### config.mk
export PLATFORM = sky130hd
export DESIGN_NAME = des_key_schedule
export DESIGN_NICKNAME = d
export VERILOG_FILES = /design/src/rtl/des_pkg.sv /design/src/rtl/des_pc2.sv /design/src/rtl/key_split_28.sv /design/src/rtl/des_key_schedule.sv
export SDC_FILE = /design/constraint.sdc
export NUM_CORES = 1
export LEC_CHECK = 0
export ABC_CLOCK_PERIOD_IN_PS = 6900
export CAP_MARGIN = 5
export CORE_MARGIN = 5
export CORE_UTILIZATION = 45
export CTS_CLUSTER_DIAMETER = 50
export DETAILED_ROUTE_END_ITERATION = 6
export DONT_BUFFER_PORTS = 1
export GPL_ROUTABILITY_DRIVEN = 0
export PLACE_DENSITY = 0.6
export SYNTH_ARGS = -nofsm -noshare
export SYNTH_HDL_FRONTEND = slang
export SYNTH_SLANG_ARGS = --single-unit
### constraint.sdc
create_clock -name clk -period 6.9 [get_ports clk]
set_input_delay 1.38 -clock clk [delete_from_list [all_inputs] [get_ports clk]]
set_output_delay 1.38 -clock clk [all_outputs]
set_load 0.02 [all_outputs]
### src/rtl/des_pkg.sv
// -----------------------------------------------------------------------------
// des_pkg
// Shared constants for the DES key schedule:
//   - key/subkey/round widths
//   - per-round left-rotation amounts (SHIFT_TABLE)
//   - PC-2 selection table (1-based bit numbers of {C,D}, MSB = bit 1)
//   - FSM state encoding
//   - 28-bit rotate helpers used by the schedule datapath
// Optional feature macro used by the consumers of this package: DES_DECRYPT_EN
// -----------------------------------------------------------------------------
package des_pkg;

    localparam int DES_KEY_W  = 56;
    localparam int DES_SUB_W  = 48;
    localparam int DES_ROUNDS = 16;
    localparam int HALF_W     = 28;

    localparam logic [3:0] LAST_ROUND = 4'd15;

    typedef enum logic [1:0] {
        ST_IDLE  = 2'd0,
        ST_ROUND = 2'd1,
        ST_HOLD  = 2'd2
    } des_state_e;

    // Left-rotation amount applied before K1..K16 (index 0 -> K1).
    localparam logic [1:0] SHIFT_TABLE [DES_ROUNDS] = '{
        2'd1, 2'd1, 2'd2, 2'd2, 2'd2, 2'd2, 2'd2, 2'd2,
        2'd1, 2'd2, 2'd2, 2'd2, 2'd2, 2'd2, 2'd2, 2'd1
    };

    // PC-2: subkey bit i (1-based from MSB) is {C,D} bit PC2_TABLE[i-1].
    localparam int PC2_TABLE [DES_SUB_W] = '{
        14, 17, 11, 24,  1,  5,  3, 28, 15,  6, 21, 10,
        23, 19, 12,  4, 26,  8, 16,  7, 27, 20, 13,  2,
        41, 52, 31, 37, 47, 55, 30, 40, 51, 45, 33, 48,
        44, 49, 39, 56, 34, 53, 46, 42, 50, 36, 29, 32
    };

    // Rotate a 28-bit half left by 0..2 positions.
    function automatic logic [HALF_W-1:0] rotl28(input logic [HALF_W-1:0] x,
                                                 input logic [1:0]        n);
        case (n)
            2'd1:    rotl28 = {x[HALF_W-2:0], x[HALF_W-1]};
            2'd2:    rotl28 = {x[HALF_W-3:0], x[HALF_W-1:HALF_W-2]};
            default: rotl28 = x;
        endcase
    endfunction

    // Rotate a 28-bit half right by 0..2 positions.
    function automatic logic [HALF_W-1:0] rotr28(input logic [HALF_W-1:0] x,
                                                 input logic [1:0]        n);
        case (n)
            2'd1:    rotr28 = {x[0], x[HALF_W-1:1]};
            2'd2:    rotr28 = {x[1:0], x[HALF_W-1:2]};
            default: rotr28 = x;
        endcase
    endfunction

endpackage

### src/rtl/des_pc2.sv
// -----------------------------------------------------------------------------
// des_pc2
// Purely combinational PC-2 permutation: selects 48 of the 56 bits of {C,D}.
//   cd      in  56  {C,D}, bit 1 (1-based) = cd[55]
//   subkey  out 48  permuted round key, bit 1 (1-based) = subkey[47]
// -----------------------------------------------------------------------------
module des_pc2
    import des_pkg::*;
(
    input  logic [DES_KEY_W-1:0] cd,
    output logic [DES_SUB_W-1:0] subkey
);

    // Bits 9,18,22,25,35,38,43,54 (1-based) are not selected by PC-2.
    logic unused_dropped_s;
    assign unused_dropped_s = ^{cd[47], cd[38], cd[34], cd[31],
                                cd[21], cd[18], cd[13], cd[2]};

    for (genvar i = 0; i < DES_SUB_W; i++) begin : g_sel
        assign subkey[DES_SUB_W-1-i] = cd[DES_KEY_W - PC2_TABLE[i]];
    end

endmodule

### src/rtl/key_split_28.sv
// -----------------------------------------------------------------------------
// key_split_28
// Splits the PC-1-permuted 56-bit key into its 28-bit C (upper) and D (lower)
// halves.
//   key_in  in  56  PC-1-permuted key
//   c_half  out 28  key_in[55:28]
//   d_half  out 28  key_in[27:0]
// -----------------------------------------------------------------------------
module key_split_28
    import des_pkg::*;
(
    input  logic [DES_KEY_W-1:0] key_in,
    output logic [HALF_W-1:0]    c_half,
    output logic [HALF_W-1:0]    d_half
);

    assign c_half = key_in[DES_KEY_W-1:HALF_W];
    assign d_half = key_in[HALF_W-1:0];

endmodule

### src/rtl/des_key_schedule.sv
// -----------------------------------------------------------------------------
// des_key_schedule
// DES round-key generator. Accepts one PC-1-permuted key per handshake and
// emits the 16 PC-2 round subkeys, one per subkey handshake, with one bubble
// cycle between subkeys.
// Ports:
//   clk          in   1   clock, rising edge
//   rst          in   1   asynchronous active-high reset
//   key_in       in   56  PC-1-permuted key (C = [55:28], D = [27:0])
//   key_valid    in   1   key_in valid
//   key_ready    out  1   high only when idle
//   decrypt      in   1   sampled with the key; 1 = emit K16..K1
//   subkey       out  48  current round key
//   subkey_valid out  1   subkey valid
//   subkey_ready in   1   consumer ready
//   round_idx    out  4   emission index 0..15
//   subkey_last  out  1   high with the 16th subkey
// Configuration macro: DES_DECRYPT_EN (defined: decrypt honoured; undefined:
// encrypt-only, decrypt ignored and the reverse-rotation path is not built).
// -----------------------------------------------------------------------------
module des_key_schedule #(
    parameter int KEY_W  = 56,
    parameter int SUB_W  = 48,
    parameter int ROUNDS = 16
) (
    input  logic             clk,
    input  logic             rst,
    input  logic [KEY_W-1:0] key_in,
    input  logic             key_valid,
    output logic             key_ready,
    input  logic             decrypt,
    output logic [SUB_W-1:0] subkey,
    output logic             subkey_valid,
    input  logic             subkey_ready,
    output logic [3:0]       round_idx,
    output logic             subkey_last
);
    import des_pkg::*;

    if (KEY_W != DES_KEY_W || SUB_W != DES_SUB_W || ROUNDS != DES_ROUNDS) begin : g_bad_param
        $error("des_key_schedule: KEY_W/SUB_W/ROUNDS are fixed at 56/48/16");
    end

    des_state_e           state_r;
    des_state_e           state_nxt_s;
    logic [HALF_W-1:0]    c_r, d_r;
    logic [HALF_W-1:0]    c_nxt_s, d_nxt_s;
    logic [HALF_W-1:0]    c_load_s, d_load_s;
    logic [HALF_W-1:0]    c_rot_s, d_rot_s;
    logic [1:0]           amt_s;
    logic [3:0]           round_idx_r, round_idx_nxt_s;
    logic [DES_SUB_W-1:0] pc2_s;
    logic [DES_SUB_W-1:0] subkey_r, subkey_nxt_s;
    logic                 subkey_valid_r, subkey_last_r, key_ready_r;
    logic                 dec_r, dec_nxt_s;

    key_split_28 u_split (
        .key_in (key_in),
        .c_half (c_load_s),
        .d_half (d_load_s)
    );

    des_pc2 u_pc2 (
        .cd     ({c_rot_s, d_rot_s}),
        .subkey (pc2_s)
    );

`ifdef DES_DECRYPT_EN
    // Mode latch: decrypt is captured together with the key.
    always_ff @(posedge clk or posedge rst) begin
        if (rst) begin
            dec_r <= 1'b0;
        end else begin
            dec_r <= dec_nxt_s;
        end
    end
`else
    logic unused_decrypt_s;
    assign unused_decrypt_s = decrypt;
    assign dec_r            = 1'b0;
`endif

    // Rotation of C/D for the round currently being computed.
    always_comb begin
        amt_s   = SHIFT_TABLE[round_idx_r];
        c_rot_s = rotl28(c_r, amt_s);
        d_rot_s = rotl28(d_r, amt_s);
`ifdef DES_DECRYPT_EN
        if (dec_r) begin
            // Emission 0 is K16 = PC2(C0,D0); emission r>=1 undoes the
            // shift of round 17-r, i.e. table index 16-r (4-bit wrap of -r).
            if (round_idx_r == 4'd0) begin
                amt_s = 2'd0;
            end else begin
                amt_s = SHIFT_TABLE[4'd0 - round_idx_r];
            end
            c_rot_s = rotr28(c_r, amt_s);
            d_rot_s = rotr28(d_r, amt_s);
        end else begin
            amt_s   = SHIFT_TABLE[round_idx_r];
            c_rot_s = rotl28(c_r, amt_s);
            d_rot_s = rotl28(d_r, amt_s);
        end
`endif
    end

    // Next-state and datapath update for the IDLE/ROUND/HOLD sequencer.
    always_comb begin
        state_nxt_s     = state_r;
        c_nxt_s         = c_r;
        d_nxt_s         = d_r;
        round_idx_nxt_s = round_idx_r;
        subkey_nxt_s    = subkey_r;
        dec_nxt_s       = dec_r;
        case (state_r)
            ST_IDLE: begin
                if (key_valid) begin
                    c_nxt_s         = c_load_s;
                    d_nxt_s         = d_load_s;
                    round_idx_nxt_s = 4'd0;
`ifdef DES_DECRYPT_EN
                    dec_nxt_s       = decrypt;
`endif
                    state_nxt_s     = ST_ROUND;
                end else begin
                    state_nxt_s     = ST_IDLE;
                end
            end
            ST_ROUND: begin
                c_nxt_s      = c_rot_s;
                d_nxt_s      = d_rot_s;
                subkey_nxt_s = pc2_s;
                state_nxt_s  = ST_HOLD;
            end
            ST_HOLD: begin
                if (subkey_ready) begin
                    if (round_idx_r == LAST_ROUND) begin
                        state_nxt_s = ST_IDLE;
                    end else begin
                        round_idx_nxt_s = round_idx_r + 4'd1;
                        state_nxt_s     = ST_ROUND;
                    end
                end else begin
                    state_nxt_s = ST_HOLD;
                end
            end
            default: begin
                state_nxt_s = ST_IDLE;
            end
        endcase
    end

    // State, C/D halves, round counter and subkey register.
    always_ff @(posedge clk or posedge rst) begin
        if (rst) begin
            state_r     <= ST_IDLE;
            c_r         <= '0;
            d_r         <= '0;
            round_idx_r <= 4'd0;
            subkey_r    <= '0;
        end else begin
            state_r     <= state_nxt_s;
            c_r         <= c_nxt_s;
            d_r         <= d_nxt_s;
            round_idx_r <= round_idx_nxt_s;
            subkey_r    <= subkey_nxt_s;
        end
    end

    // Handshake flags registered from the next state so they align with it.
    always_ff @(posedge clk or posedge rst) begin
        if (rst) begin
            key_ready_r    <= 1'b1;
            subkey_valid_r <= 1'b0;
            subkey_last_r  <= 1'b0;
        end else begin
            key_ready_r    <= (state_nxt_s == ST_IDLE);
            subkey_valid_r <= (state_nxt_s == ST_HOLD);
            subkey_last_r  <= (state_nxt_s == ST_HOLD) && (round_idx_nxt_s == LAST_ROUND);
        end
    end

    assign key_ready    = key_ready_r;
    assign subkey       = subkey_r;
    assign subkey_valid = subkey_valid_r;
    assign round_idx    = round_idx_r;
    assign subkey_last  = subkey_last_r;

endmodule
### After elaboration in Yosys (flattened, before gate mapping)

Memories as Yosys holds them, arrays and structs flattened.
Cells that the tools add are included.

* register bits after elaboration: 113
* ROM bits: 32
* bits of input ports: 61
* output and inout bits: 55
* word-level logic and storage cells: 45
* memories: 1

Memory list
* (name not given): words 16, bits a word 2, rd ports 1, clocked after Yosys merged registers in 0, wr ports 0, RTL line des_key_schedule.sv:85 `amt_s = SHIFT_TABLE[round_idx_r];`

* add/subtract/negate cells: 1
* order comparisons: 1
* eq/ne operators: 9
* muxes and demuxes: 16
* bitwise gates (word level): 1
* reductions and logical operators: 6

Operators with widths (count)
* $pmux W28 S2: 4
* $mux W28: 2
* $mux W4: 3
* $eq A4 B4 Y1 const B: 2
* $pmux W4 S2: 1
* $eq A2 B2 Y1 const B: 3
* $mux W2: 3
* $pmux W2 S3: 1
* $ge A5 B5 Y1 const B: 1
* $not A4 Y5: 1
* $add A4 B1 Y4 const B: 1
* $eq A2 B1 Y1 const B: 2
* $logic_not A2 Y1: 2
* $ne A3 B1 Y1 const B: 1
* $reduce_and A3 Y1: 1
* $mux W1: 2
* $ne A2 B2 Y1 const B: 1
* $reduce_and A2 Y1: 1
* $reduce_bool A2 Y1: 1
* $logic_and A1 B1 Y1: 1

### Depth between registers and ports, before layout

* word-level depth: 7
* gate-level depth with buffers: 8
* depth with buffers taken out: 6

### Hierarchy

From an unflattened synthesis, not the netlist that was laid out.

* cells, all modules: 759
* area total of the unflattened synthesis: 6625.1 sq um

Modules (own cells, without submodules)
* des_key_schedule: instances 1, cells an instance 655, area an instance 5844.4 sq um, sequential area each 2829.0 sq um
* key_split_28: instances 1, cells an instance 56, area an instance 420.4 sq um, sequential area each 0.0 sq um
* des_pc2: instances 1, cells an instance 48, area an instance 360.3 sq um, sequential area each 0.0 sq um

### Worst setup path after synthesis

Ideal clock, no wire load.

* kind: input port to flip-flop
* start point: input subkey_ready
* end point: register subkey_last_r (netlist: subkey_last)
* library setup time: 121 ps
* arrival: 2514 ps
* required time: 6779 ps
* path slack: 4265 ps
* stages: 5
* buffers on the path: 1
* cell sequence: buf_2 > nand4_1 > or4b_2 > nand4_1 > and4b_1

* cells in the longest elaborated chain, start to end: 4
* elaborated cells on any way between the ends: 7
* classes of those cells: eq/ne (2); mux (4); reduce/logical (1)

RTL lines
* start: declaration: RTL line des_key_schedule.sv:34 `input logic subkey_ready,`
* $mux W4 or $mux W2 (tied branches): RTL line des_key_schedule.sv:136 `if (subkey_ready) begin`
* $pmux W4 S2 or $pmux W2 S3 (tied branches): RTL line des_key_schedule.sv:115 `case (state_r)`
* $eq A4 B4 Y1 or $eq A2 B2 Y1 (tied branches): RTL line des_key_schedule.sv:179 `subkey_last_r <= (state_nxt_s == ST_HOLD) && (round_idx_nxt_s == LAST_ROUND);`
* $logic_and A1 B1 Y1 (*): RTL line des_key_schedule.sv:179
* end signal: assignment: RTL line des_key_schedule.sv:179
* end: declaration: RTL line des_key_schedule.sv:54 `logic subkey_valid_r, subkey_last_r, key_ready_r;`

Every way passes the cells marked *; elsewhere a longest branch is shown, timed or not.
A chain may end at the register's enable or synchronous reset.

### Final worst setup path

* start point: register state_r[0]
* end point: register c_r[8]

* cells in the longest elaborated chain, start to end: 3
* elaborated cells on any way between the ends: 6
* classes of those cells: eq/ne (2); mux (1); reduce/logical (3)

RTL lines
* start: declaration: RTL line des_key_schedule.sv:44 `des_state_e state_r;`
* start signal: assignment: RTL line des_key_schedule.sv:162 `state_r <= state_nxt_s;`
* $eq A2 B1 Y1 or $logic_not A2 Y1 (tied branches): RTL line des_key_schedule.sv:115
* $reduce_bool A2 Y1 (no source line) or $ne A2 B2 Y1 (tied branches)
* $reduce_and A2 Y1 (no source line)
* end signal: assignment: RTL line des_key_schedule.sv:163 `c_r <= c_nxt_s;`
* end: declaration: RTL line des_key_schedule.sv:46 `logic [HALF_W-1:0] c_r, d_r;`

Several ways; a longest one is shown, not always the timed one.

==> impl_metrics.py <==
metrics = {
    "cells_and_area": {
        "drive_above_1_share": 0.153,
        "diodes": 0,
        "nets": 620,
        "area_growth_pct": 12.6,
        "multi_input_area_sq_mm": 0.00234,
        "final-seq-area_sq_mm": 0.00283,
        "fillers": 1049,
    },
    "global_routing": {
        "antenna_found_initial": 0,
        "first_global_vias": 4101,
        "grt_overflow": 0,
        "track_usage": 0.188,
        "grt_max_degree": 62,
        "grt_pass1_wl_um": 21200,
    },
    "timing": {
        "finalCritPeriodShare": 0.419,
        "fin_skew_ns": 0.00908,
        "tns_ns": 0,
        "whs_ns": 0.485,
        "rsz0062_at_grt": "no",
        "hold_viol": 0,
        "period_minus_slack_ns": 2.89,
        "maxSlewViolCount": 0,
        "relSlewSlack": 0.287,
        "worstMarginPinSlew_ns": 1.07,
        "setup_viol": 0,
        "fmax_mhz": 346,
    },
    "route": {
        "drc": 0,
        "dr.pass1.iters": 4,
        "first_iter_violations": 282,
        "wl_per_cell_um": 17.7,
        "via_count": 3927,
        "ant_nets": 0,
        "routed_wl_um": 12600,
        "routed_via_density": 5.52,
    },
    "clock_tree": {
        "cts_resized": 0,
        "clk_pin_slew_ns": 0.05,
        "cts_buffer_depth": 2,
        "postCtsSetupBuffers": 0,
        "tritoncts": "yes",
        "cts-root-buf": "clkbuf_16",
        "cts_buffers": 17,
        "cts_hold_buffers": 0,
        "clk_latency_ns": 0.41,
        "cts_sinks": 113,
        "cts_max_level": 4,
    },
    "job": {
        "maxCapViolCount": 0,
    },
    "logic_synthesis": {
        "seq_area_frac_synth": 0.531,
        "synthXorXnorAreaFrac": 0,
        "synth_compound_area_frac": 0.130,
        "synth_top_family_by_area": "simple AND/OR/NAND/NOR gates",
        "synthMuxAreaShare": 0.117,
        "synthSimpleGateAreaFrac": 0.182,
        "synth_warnings": 0,
        "synth_area_per_cell_sq_um": 9.32,
        "synth_cells": 572,
        "yosys.area_share.adder": 0.00469,
        "synthesis.nets": 635,
        "ys_ff_latch": 113,
        "yosys.cell_types.count": 37,
        "syn_area_sq_mm": 0.00533,
    },
    "worst_setup_path": {
        "startpoint_type": "register",
        "reg2reg_from": "state_r[0]",
        "path_class": "reg2reg",
        "r2r_end": "c_r[8]",
        "critical_path.top_delay_family": "simple AND/OR/NAND/NOR gates",
        "regToRegSetupSlack_ns": 4.01,
        "worstPathArrival_ns": 3.21,
        "worst_r2r_path_depth": 4,
        "cp_slowest_cell": "nor2b_4",
        "critical_path.startpoint": "state_r[0]",
        "critPathMaxStageDelay_ns": 0.93,
        "cp_max_fo": 50,
        "crit_chain": "nor2b_4, buf_4, o21ai_0, o21ai_0",
        "worst-path-buf-inv": 1,
        "end_kind": "register",
        "cpMostUsedCell": "o21ai_0",
        "critPathRequiredTime_ns": 7.22,
    },
    "min_path": {
        "hold_path.class": "reg2reg",
        "hold_depth": 2,
        "worst_hold_path.endpoint": "c_r[27]",
        "min_from": "c_r[27]",
    },
    "placed_design": {
        "portBuffers": 0,
        "hpwl_um": 7940,
    },
    "die": {
        "initial_core_util": 0.463,
        "io_pins": 116,
        "std_cell_rows": 39,
        "core_area_sq_mm": 0.0115,
        "die_y_um": 119,
        "die_area_sq_mm": 0.0141,
        "die_x_um": 119,
    },
    "power_and_ir_drop": {
        "p_leak_nw": 2.61,
        "power.density_mw_per_mm2": 573,
        "fin_total_pwr_mw": 3.44,
        "ir_drop_mv": 0.335,
    },
    "outcome": {
        "status": "finished clean",
    },
}
## layout by cell type, fill, tap and decap left out, drive strengths merged, types with 6 or more instances in the layout
cell type / instances
dfrtp: 112
a21oi: 16
mux2i: 13
mux2: 43
nor3b: 10
clkbuf: 26
nor2: 149
o21ai: 97
nand3: 7
nand2: 51
buf: 6
## power breakdown
part	switching (mW)	leakage (nW)	internal, mW
Clock	0.293	0.294	0.603
Combinational	0.658	0.987	0.442
Sequential	0.442	1.33	1.00
Total	1.39	2.61	2.05
## metal layers
layer  up-vias  part of all wire  global-route usage
li1       1894                 -                   -
met1      1905              0.45               0.237
met2       111              0.46               0.295
met3        17             0.066              0.0763
met4         0             0.016              0.0659
met5         -                 0                   0
## layout make-up
class                   instances  share of cell area
inverters                       3             0.00229
well taps                     143              0.0298
repair buffers                  6             0.00750
clock inverters                 5              0.0167
flip-flops and latches        113               0.471
multi-input cells             416               0.390
clock buffers                  26              0.0831
## stage by stage
stage | util | instances | instance area, sq um | setup slack, ns
finish | 0.522 | 712 | 6010 | 4.01
global route | 0.522 | 712 | 6010 | 3.77
CTS | 0.522 | 712 | 6010 | 4.01
detailed placement | 0.469 | 681 | 5410 | 4.03
global placement | 0.469 | 681 | 5410 | 4.10
floorplan | - | 572 | 5330 | 2.53
## worst register-to-register path, cell delays in order (launching register included)
cell,delay [ns]
dfrtp_1,0.91
nor2b_4,0.93
buf_4,0.57
o21ai_0,0.16
o21ai_0,0.23
## Yosys cell counts, drive strengths merged
library cell | instances | share of area
dfstp | 1 | 0.0049
a311o | 1 | 0.0019
o21ai | 97 | 0.091
inv | 3 | 0.0021
nand2b | 4 | 0.0047
nor3b | 10 | 0.014
nor2 | 149 | 0.10
nand4b | 1 | 0.0016
and3 | 1 | 0.0012
ha | 2 | 0.0047
clkbuf | 25 | 0.018
mux2 | 43 | 0.092
o211ai | 5 | 0.0070
o31ai | 1 | 0.0040
and2 | 1 | 0.0012
a32o | 1 | 0.0019
nor2b | 3 | 0.0049
nand3 | 7 | 0.0075
nand2 | 51 | 0.036
o31a | 1 | 0.0016
mux2i | 13 | 0.024
a21o | 1 | 0.0014
buf | 15 | 0.017
or4b | 1 | 0.0019
and4b | 1 | 0.0019
nand4 | 2 | 0.0023
dfrtp | 112 | 0.53
a31o | 1 | 0.0016
a21oi | 16 | 0.015
o21bai | 3 | 0.0042
## how the worst max path moves through the flow
stage              end  slack [ns]  depth (start not counted)
2_1_floorplan   c_r[0]        2.53                          1
4_1_cts         c_r[8]        4.01                          4
5_1_grt        d_r[25]        3.77                          4
3_3_place_gp   d_r[19]        4.10                          4
3_5_place_dp    c_r[8]        4.03                          4
6_report        c_r[8]        4.01                          4
## cell families (layout without fill, tap and decap cells)
group	after synthesis	count (layout)
flops	113	113
buf+inv	43	40
mux	56	56
compound gates	127	127
fa+ha+maj	2	2
simple gates	231	231
## registers in the layout, indices dropped and copies added (netlist names)
| signal | flops |
|---|---|
| subkey | 48 |
| state_r | 2 |
| round_idx | 4 |
| d_r | 28 |
| key_ready | 1 |
| c_r | 28 |
| subkey_last | 1 |
| subkey_valid | 1 |
Power figures use the tool's default switching activity.
